## config.mk

```make
export PLATFORM = sky130hd
export DESIGN_NAME = voice_allocator
export DESIGN_NICKNAME = d
export VERILOG_FILES = /design/src/rtl/synth_pkg.sv /design/src/rtl/voice_slot.sv /design/src/rtl/voice_allocator.sv
export SDC_FILE = /design/constraint.sdc
export NUM_CORES = 1
export LEC_CHECK = 0
export CAP_MARGIN = 30
export CORE_ASPECT_RATIO = 1.1
export CORE_MARGIN = 2
export CORE_UTILIZATION = 45
export CTS_CLUSTER_SIZE = 40
export DETAILED_ROUTE_END_ITERATION = 12
export PLACE_DENSITY = 0.64
export SLEW_MARGIN = 0
export SYNTH_ARGS = -nofsm -noshare
export SYNTH_HDL_FRONTEND = slang
export SYNTH_SLANG_ARGS = --single-unit
```

## constraint.sdc

```tcl
create_clock -name CLK -period 3.01 [get_ports CLK]
set_input_delay 0.301 -clock CLK [delete_from_list [all_inputs] [get_ports CLK]]
set_output_delay 0.301 -clock CLK [all_outputs]
set_load 0.03 [all_outputs]
```

## src/rtl/synth_pkg.sv

```systemverilog
`default_nettype none
// ============================================================================
//  Module      : synth_pkg
//  Description : Shared types and default sizing for the voice allocator
//                slice (voice state encoding, key/voice counts, widths).
//  Revision    : 1.0 - initial release
// ============================================================================
package synth_pkg;

    localparam int DEF_NUM_KEYS   = 4;
    localparam int DEF_NUM_VOICES = 2;
    localparam int DEF_AGE_W      = 4;

    // Index width for a pool of n items; never narrower than one bit.
    function automatic int key_width(input int n);
        return (n > 1) ? $clog2(n) : 1;
    endfunction

    localparam int DEF_KEY_W = key_width(DEF_NUM_KEYS);

    typedef enum logic [1:0] {
        V_IDLE    = 2'd0,
        V_HOLD    = 2'd1,
        V_RELEASE = 2'd2
    } voice_state_t;

endpackage
`default_nettype wire

```

## src/rtl/voice_slot.sv

```systemverilog
`default_nettype none
// ============================================================================
//  Module      : voice_slot
//  Description : One voice of the pool: state machine, release countdown,
//                saturating age counter and owned key index. Driven by
//                alloc / age_inc / key_fall strobes from the allocator.
//  Revision    : 1.0 - initial release
// ============================================================================
module voice_slot
    import synth_pkg::*;
#(
    parameter int KEY_W = DEF_KEY_W,
    parameter int AGE_W = DEF_AGE_W
) (
    input  logic               CLK,
    input  logic               RESET,
    input  logic               i_alloc,
    input  logic [KEY_W-1:0]   i_new_key,
    input  logic               i_age_inc,
    input  logic               i_key_fall,
    input  logic [15:0]        i_release_len,
    output voice_state_t       o_state,
    output logic [KEY_W-1:0]   o_key,
    output logic [AGE_W-1:0]   o_age,
    output logic               o_trig
);

    localparam logic [AGE_W-1:0] c_age_max = {AGE_W{1'b1}};

    voice_state_t       r_state;
    voice_state_t       w_state_nxt;
    logic               w_rel_load;
    logic               w_rel_dec;
    logic [15:0]        r_rel_cnt;
    logic [KEY_W-1:0]   r_key;
    logic [AGE_W-1:0]   r_age;
    logic               r_trig;

    // State register.
    always_ff @(posedge CLK) begin
        if (RESET) r_state <= V_IDLE;
        else       r_state <= w_state_nxt;
    end

    // Next state; an allocation overrides a same-cycle key fall.
    always_comb begin
        w_state_nxt = r_state;
        w_rel_load  = 1'b0;
        w_rel_dec   = 1'b0;
        if (i_alloc) begin
            w_state_nxt = V_HOLD;
        end else begin
            case (r_state)
                V_IDLE: ;
                V_HOLD: begin
                    if (i_key_fall) begin
                        w_rel_load  = 1'b1;
                        w_state_nxt = (i_release_len == 16'd0) ? V_IDLE : V_RELEASE;
                    end
                end
                V_RELEASE: begin
                    if (r_rel_cnt <= 16'd1) w_state_nxt = V_IDLE;
                    else                    w_rel_dec   = 1'b1;
                end
                default: w_state_nxt = V_IDLE;
            endcase
        end
    end

    // Release countdown, key ownership, age and trigger pulse.
    always_ff @(posedge CLK) begin
        if (RESET) begin
            r_rel_cnt <= 16'd0;
            r_key     <= '0;
            r_age     <= '0;
            r_trig    <= 1'b0;
        end else begin
            r_trig <= i_alloc;
            if (w_rel_load)     r_rel_cnt <= i_release_len;
            else if (w_rel_dec) r_rel_cnt <= r_rel_cnt - 16'd1;
            if (i_alloc) begin
                r_key <= i_new_key;
                r_age <= '0;
            end else if (i_age_inc && (r_age != c_age_max)) begin
                r_age <= r_age + 1'b1;
            end
        end
    end

    assign o_state = r_state;
    assign o_key   = r_key;
    assign o_age   = r_age;
    assign o_trig  = r_trig;

endmodule
`default_nettype wire

```

## src/rtl/voice_allocator.sv

```systemverilog
`default_nettype none
// ============================================================================
//  Module      : voice_allocator
//  Description : Shares a pool of voices among key-on gates. Detects key
//                edges, queues pending presses, serves one per cycle (lowest
//                key first) and picks a victim voice: retrigger, idle,
//                oldest releasing, then oldest held (steal).
//  Revision    : 1.0 - initial release
// ============================================================================
module voice_allocator
    import synth_pkg::*;
#(
    parameter int NUM_KEYS   = DEF_NUM_KEYS,
    parameter int NUM_VOICES = DEF_NUM_VOICES,
    parameter int KEY_W      = key_width(NUM_KEYS),
    parameter int AGE_W      = DEF_AGE_W
) (
    input  logic                          CLK,
    input  logic                          RESET,
    input  logic [NUM_KEYS-1:0]           key_on,
    input  logic [15:0]                   release_len,
    output logic [NUM_VOICES-1:0]         voice_gate,
    output logic [NUM_VOICES*KEY_W-1:0]   voice_key,
    output logic [NUM_VOICES-1:0]         voice_trig,
    output logic [NUM_VOICES-1:0]         voice_busy,
    output logic                          steal
);

    localparam int c_voice_w = key_width(NUM_VOICES);

    logic [NUM_KEYS-1:0]    r_key_q;
    logic [NUM_KEYS-1:0]    r_pending;
    logic                   r_steal;
    logic [NUM_KEYS-1:0]    w_rise;
    logic [NUM_KEYS-1:0]    w_fall;
    logic [NUM_KEYS-1:0]    w_cand;
    logic [NUM_KEYS-1:0]    w_served;

    voice_state_t           w_state [NUM_VOICES];
    logic [KEY_W-1:0]       w_vkey  [NUM_VOICES];
    logic [AGE_W-1:0]       w_age   [NUM_VOICES];
    logic [NUM_VOICES-1:0]  w_alloc;
    logic [NUM_VOICES-1:0]  w_age_inc;
    logic [NUM_VOICES-1:0]  w_key_fall;
    logic [NUM_VOICES-1:0]  w_trig;

    logic                   w_have_key;
    logic [KEY_W-1:0]       w_key_sel;
    logic                   w_retrig_hit, w_idle_hit, w_rel_hit, w_hold_hit;
    logic [c_voice_w-1:0]   w_retrig_v, w_idle_v, w_rel_v, w_hold_v, w_vsel;
    logic [AGE_W-1:0]       w_rel_age, w_hold_age;
    logic                   w_is_steal;

    assign w_rise = key_on & ~r_key_q;
    assign w_fall = ~key_on & r_key_q;
    // A queued press whose key has already been let go is dropped here.
    assign w_cand = (r_pending & ~w_fall) | w_rise;

    // Pick the key to serve and the voice that receives it.
    always_comb begin
        w_have_key   = 1'b0;
        w_key_sel    = '0;
        w_retrig_hit = 1'b0;
        w_retrig_v   = '0;
        w_idle_hit   = 1'b0;
        w_idle_v     = '0;
        w_rel_hit    = 1'b0;
        w_rel_v      = '0;
        w_rel_age    = '0;
        w_hold_hit   = 1'b0;
        w_hold_v     = '0;
        w_hold_age   = '0;
        w_vsel       = '0;
        w_is_steal   = 1'b0;
        w_alloc      = '0;
        w_served     = '0;

        for (int k = 0; k < NUM_KEYS; k++) begin
            if (!w_have_key && w_cand[k]) begin
                w_have_key = 1'b1;
                w_key_sel  = k[KEY_W-1:0];
            end
        end

        // Strict '>' keeps the lowest index on equal ages.
        for (int v = 0; v < NUM_VOICES; v++) begin
            if (!w_retrig_hit && (w_state[v] == V_RELEASE) && (w_vkey[v] == w_key_sel)) begin
                w_retrig_hit = 1'b1;
                w_retrig_v   = v[c_voice_w-1:0];
            end
            if (!w_idle_hit && (w_state[v] == V_IDLE)) begin
                w_idle_hit = 1'b1;
                w_idle_v   = v[c_voice_w-1:0];
            end
            if ((w_state[v] == V_RELEASE) && (!w_rel_hit || (w_age[v] > w_rel_age))) begin
                w_rel_hit = 1'b1;
                w_rel_v   = v[c_voice_w-1:0];
                w_rel_age = w_age[v];
            end
            if ((w_state[v] == V_HOLD) && (!w_hold_hit || (w_age[v] > w_hold_age))) begin
                w_hold_hit = 1'b1;
                w_hold_v   = v[c_voice_w-1:0];
                w_hold_age = w_age[v];
            end
        end

        if (w_retrig_hit)    w_vsel = w_retrig_v;
        else if (w_idle_hit) w_vsel = w_idle_v;
        else if (w_rel_hit)  w_vsel = w_rel_v;
        else                 w_vsel = w_hold_v;

        w_is_steal = w_have_key && !w_retrig_hit && !w_idle_hit && !w_rel_hit && w_hold_hit;

        if (w_have_key) begin
            w_alloc[w_vsel]     = 1'b1;
            w_served[w_key_sel] = 1'b1;
        end
    end

    // Edge history, pending queue and steal pulse.
    always_ff @(posedge CLK) begin
        if (RESET) begin
            r_key_q   <= '0;
            r_pending <= '0;
            r_steal   <= 1'b0;
        end else begin
            r_key_q   <= key_on;
            r_pending <= w_cand & ~w_served;
            r_steal   <= w_is_steal;
        end
    end

    generate
        for (genvar v = 0; v < NUM_VOICES; v++) begin : g_voice
            assign w_age_inc[v]  = (w_state[v] != V_IDLE) && !w_alloc[v];
            assign w_key_fall[v] = w_fall[w_vkey[v]];

            voice_slot #(
                .KEY_W (KEY_W),
                .AGE_W (AGE_W)
            ) u_slot (
                .CLK           (CLK),
                .RESET         (RESET),
                .i_alloc       (w_alloc[v]),
                .i_new_key     (w_key_sel),
                .i_age_inc     (w_age_inc[v]),
                .i_key_fall    (w_key_fall[v]),
                .i_release_len (release_len),
                .o_state       (w_state[v]),
                .o_key         (w_vkey[v]),
                .o_age         (w_age[v]),
                .o_trig        (w_trig[v])
            );

            assign voice_gate[v]                = (w_state[v] == V_HOLD);
            assign voice_busy[v]                = (w_state[v] != V_IDLE);
            assign voice_key[v*KEY_W +: KEY_W]  = w_vkey[v];
        end
    endgenerate

    assign voice_trig = w_trig;
    assign steal      = r_steal;

endmodule
`default_nettype wire

```

==> out/qor.yml <==
setup_path:
  max_stage_delay_ns: 0.36
  crit_required_ns: 3.27
  cp-start-kind: "flip-flop"
  timing_worst_setup_path_type: "flip-flop to flip-flop"
  cp_slowest_cell: "dfxtp_1"
  path_max_fanout: 11
  worst_ep_arrival_time_ns: 3.09
  cp-end-kind: "flip-flop"
  crit_chain: "nand2b_1 > inv_2 > nand2_1 > ha_1 > and4b_1 > a2111oi_4 > o32ai_2 > o21bai_2 > a21oi_1 > buf_4 > a21boi_1"
  r2r_cells: 11
yosys:
  synth_fa_ha_area_share_pct: 4.70
  yosysTopAreaCell: "dfxtp_1"
  synthFlopType: "dfxtp_1"
  synth_cells: 456
  syn_avg_cell_area_um2: 8.18
  synth_xor_area_share_pct: 1.64
  synth-simple-area-share_pct: 26.7
  synth_compound_area_share_pct: 27.5
  synth_async_sr_flop_share_pct: 0
  yosys-top-cells-area: "dfxtp_1 32%, ha_1 4.7%, nand2_1 4.6%"
  synth_edf_count: 0
  yosysSeqAreaShare_pct: 31.7
  ys_ff_latch: 59
  synth_top_family_by_area: "compound AO/OA/AOI/OAI gates"
  yosysUniqueCellTypes: 70
  synth.top_cell.area_share_pct: 31.7
  ys_warn_count: 0
  muxShareOfSynthArea_pct: 2.15
  synth.net_count: 492
  synth_area_um2: 3730
final_layout:
  ff_latch_area_um2: 1180
  final_layout_size_suffix_gt1_share_pct: 12.7
  multi_input_comb_area_um2: 2380
  fillers: 788
  area_delta_synth_final_pct: 18.0
  final_common_cell: "dfxtp_1"
  nNetsFinal: 521
  final_cell_mix: "58 x dfxtp_1, 46 x nand2_1, 34 x a21oi_1"
  diodes: 0
place:
  io_buffers: 32
  dp_slack_ns: -0.0920
  gp_congestion: 0.876
  hpwlAfterDp_um: 7480
timing:
  holdWs_ns: 0.440
  finalMaxSlewViolations: 0
  setup_viol: 0
  layout_min_cycle_time_ns: 2.82
  fin_crit_sh_pct: 93.8
  fin_ws_ns: 0.185
  hold_viol_final: 0
  max_freq_ghz: 0.354
  relSlewSlack_pct: 46.4
  finalSetupTns_ns: 0
  clock_skew_ns: 0.00857
  worstMarginPinSlew_ns: 0.799
clock_network:
  numCtsBuffers: 9
  h-tree-depth: 3
  clock-sinks: 59
  cts_root_buf: "clkbuf_8"
  ctsHoldBuffers: 0
  clk_latency_ns: 0.34
  cts_tree: "yes"
  clk_pin_slew_ns: 0.07
  clockBufferDepth: 2
power_and_ir_drop:
  p_seq_share_pct: 41.3
  pwr-share-clk_pct: 33.7
  finalPower_w: 0.00205
  peakVddDrop_uv: 224
  leakage_nw: 1.56
  switching_power_w: 0.000658
  p_sw_share_pct: 32.1
  p_comb_share_pct: 25.0
  power_density_nw_per_um2: 465
  intPower_w: 0.00139
grt:
  grt_max_degree: 33
  overflow: 0
  grt_pass1_vias: 3612
  track_usage_pct: 24.1
  antenna_found_initial: 0
  grt_pass1_wl_um: 17800
route:
  drtIter0Drc: 201
  wl_per_cell_um: 17.5
  drt_first_pass_iters: 5
  routed_wl_um: 10500
  dr_total_vias: 3682
  vias_per_cell: 6.17
  remaining_drc_errors: 0
  antenna_left: 0
floorplanning:
  initial_core_util_pct: 46.6
  die-area_um2: 9030
  die_h_um: 99.5
  ios: 33
  rows: 34
  core_region_area_um2: 8000
  die_w_um: 90.8
hold_path:
  hold_class: "input port to flip-flop"
  min_path_cells: 2
outcome:
  status: "completed"
job:
  max_cap_viol_count: 0
-- flip-flops by register name (all words and copies together) (netlist names) --
register,cells
r_key_q,4
g_voice.u_slot.o_trig,2
g_voice.u_slot.o_age,8
g_voice.u_slot.o_state,4
g_voice.u_slot.o_key,4
steal,1
g_voice.u_slot.r_rel_cnt,32
r_pending,4
-- cell usage after synthesis (6+ instances only) --
master     n
ha_1      14
dfxtp_1   59
inv_1     14
nand2b_1   9
o32ai_1   15
nor4_1    12
nor3_1    29
clkbuf_1  15
nand3_1   12
buf_2      9
a32o_1    12
o31ai_1    9
nand2_1   46
nor2_1    29
a21oi_1   34
o21ai_0   19
nor2b_1    6
a22oi_1   11
nand4_1    6
-- area by class of cell --
cell class,instances,area share [%]
Inverter,15,1.28
Sequential cell,59,26.9
Clock inverter,6,1.31
Clock buffer,9,2.81
Timing Repair Buffer,47,10.6
Multi-Input combinational cell,353,54.1
Tap cell,108,3.07
-- stage by stage --
| step | utilization [%] | std cells | area, µm² |
|---|---|---|---|
| after detailed placement | 52.2 | 581 | 4180 |
| after floorplan | - | 456 | 3730 |
| after CTS | 54.6 | 596 | 4360 |
| after global routing | 55.0 | 597 | 4400 |
| after global placement | 52.2 | 581 | 4180 |
| final | 55.0 | 597 | 4400 |
-- worst max-delay path, delay by kind of cell (launching register included) --
family          cells  cell delay [ns]
fa+ha+maj           1             0.33
buf+inv             2             0.34
flops               1             0.36
simple gates        3             0.53
compound gates      5             1.17
-- power by group through the flow --
stage | clock network, W | registers [W] | logic [W]
after floorplan | 0 | 0.000861 | 0.000312
after global placement | 0 | 0.000861 | 0.000493
after detailed placement | 0 | 0.000862 | 0.000498
after CTS | 0.000706 | 0.000844 | 0.000501
after global routing | 0.000742 | 0.000851 | 0.000556
final | 0.000690 | 0.000845 | 0.000513
-- cells by family (layout without fill, tap and decap cells) --
logic type	Yosys count	after routing
other	1	1
and+or+nand+nor	183	183
adders and majority gates	14	14
AOI/OAI and AO/OA	143	143
xor gates and xnor gates	7	7
DFF	59	59
muxes	5	5
buffers and inverters	44	77
-- per-layer routing --
layer / track usage [%] / vias to the layer above / routed length, µm / part of all wire (%)
li1: - / 1778 / - / -
met1: 31.0 / 1760 / 4500 / 43
met2: 41.7 / 123 / 5190 / 50
met3: 3.18 / 21 / 566 / 5.4
met4: 8.74 / 0 / 213 / 2.0
met5: 0 / - / 0 / 0
-- worst paths after layout --
kind	startpoint	endpoint	slack (ns)
worst min-delay path	RESET	g_voice[1].u_slot.o_trig$_SDFF_PP0_	0.44
worst min register to register	g_voice[0].u_slot.r_rel_cnt[9]$_SDFFE_PP0P_	g_voice[0].u_slot.r_rel_cnt[9]$_SDFFE_PP0P_	0.49
worst max register to register	g_voice[0].u_slot.o_state[1]$_SDFFE_PP0P_	g_voice[1].u_slot.o_state[1]$_SDFFE_PP0P_	0.19
worst max-delay path	g_voice[0].u_slot.o_state[1]$_SDFFE_PP0P_	g_voice[1].u_slot.o_state[1]$_SDFFE_PP0P_	0.19
-- repair_timing --
item / CTS / global route
pin swaps: 0 / 1
setup buffers: 0 / 1
gates resized for setup: 2 / 7
endpoints found under the hold margin: 0 / 0
setup endpoints to repair: 22 / 42
No activity file was read; power rests on OpenSTA's default activity.
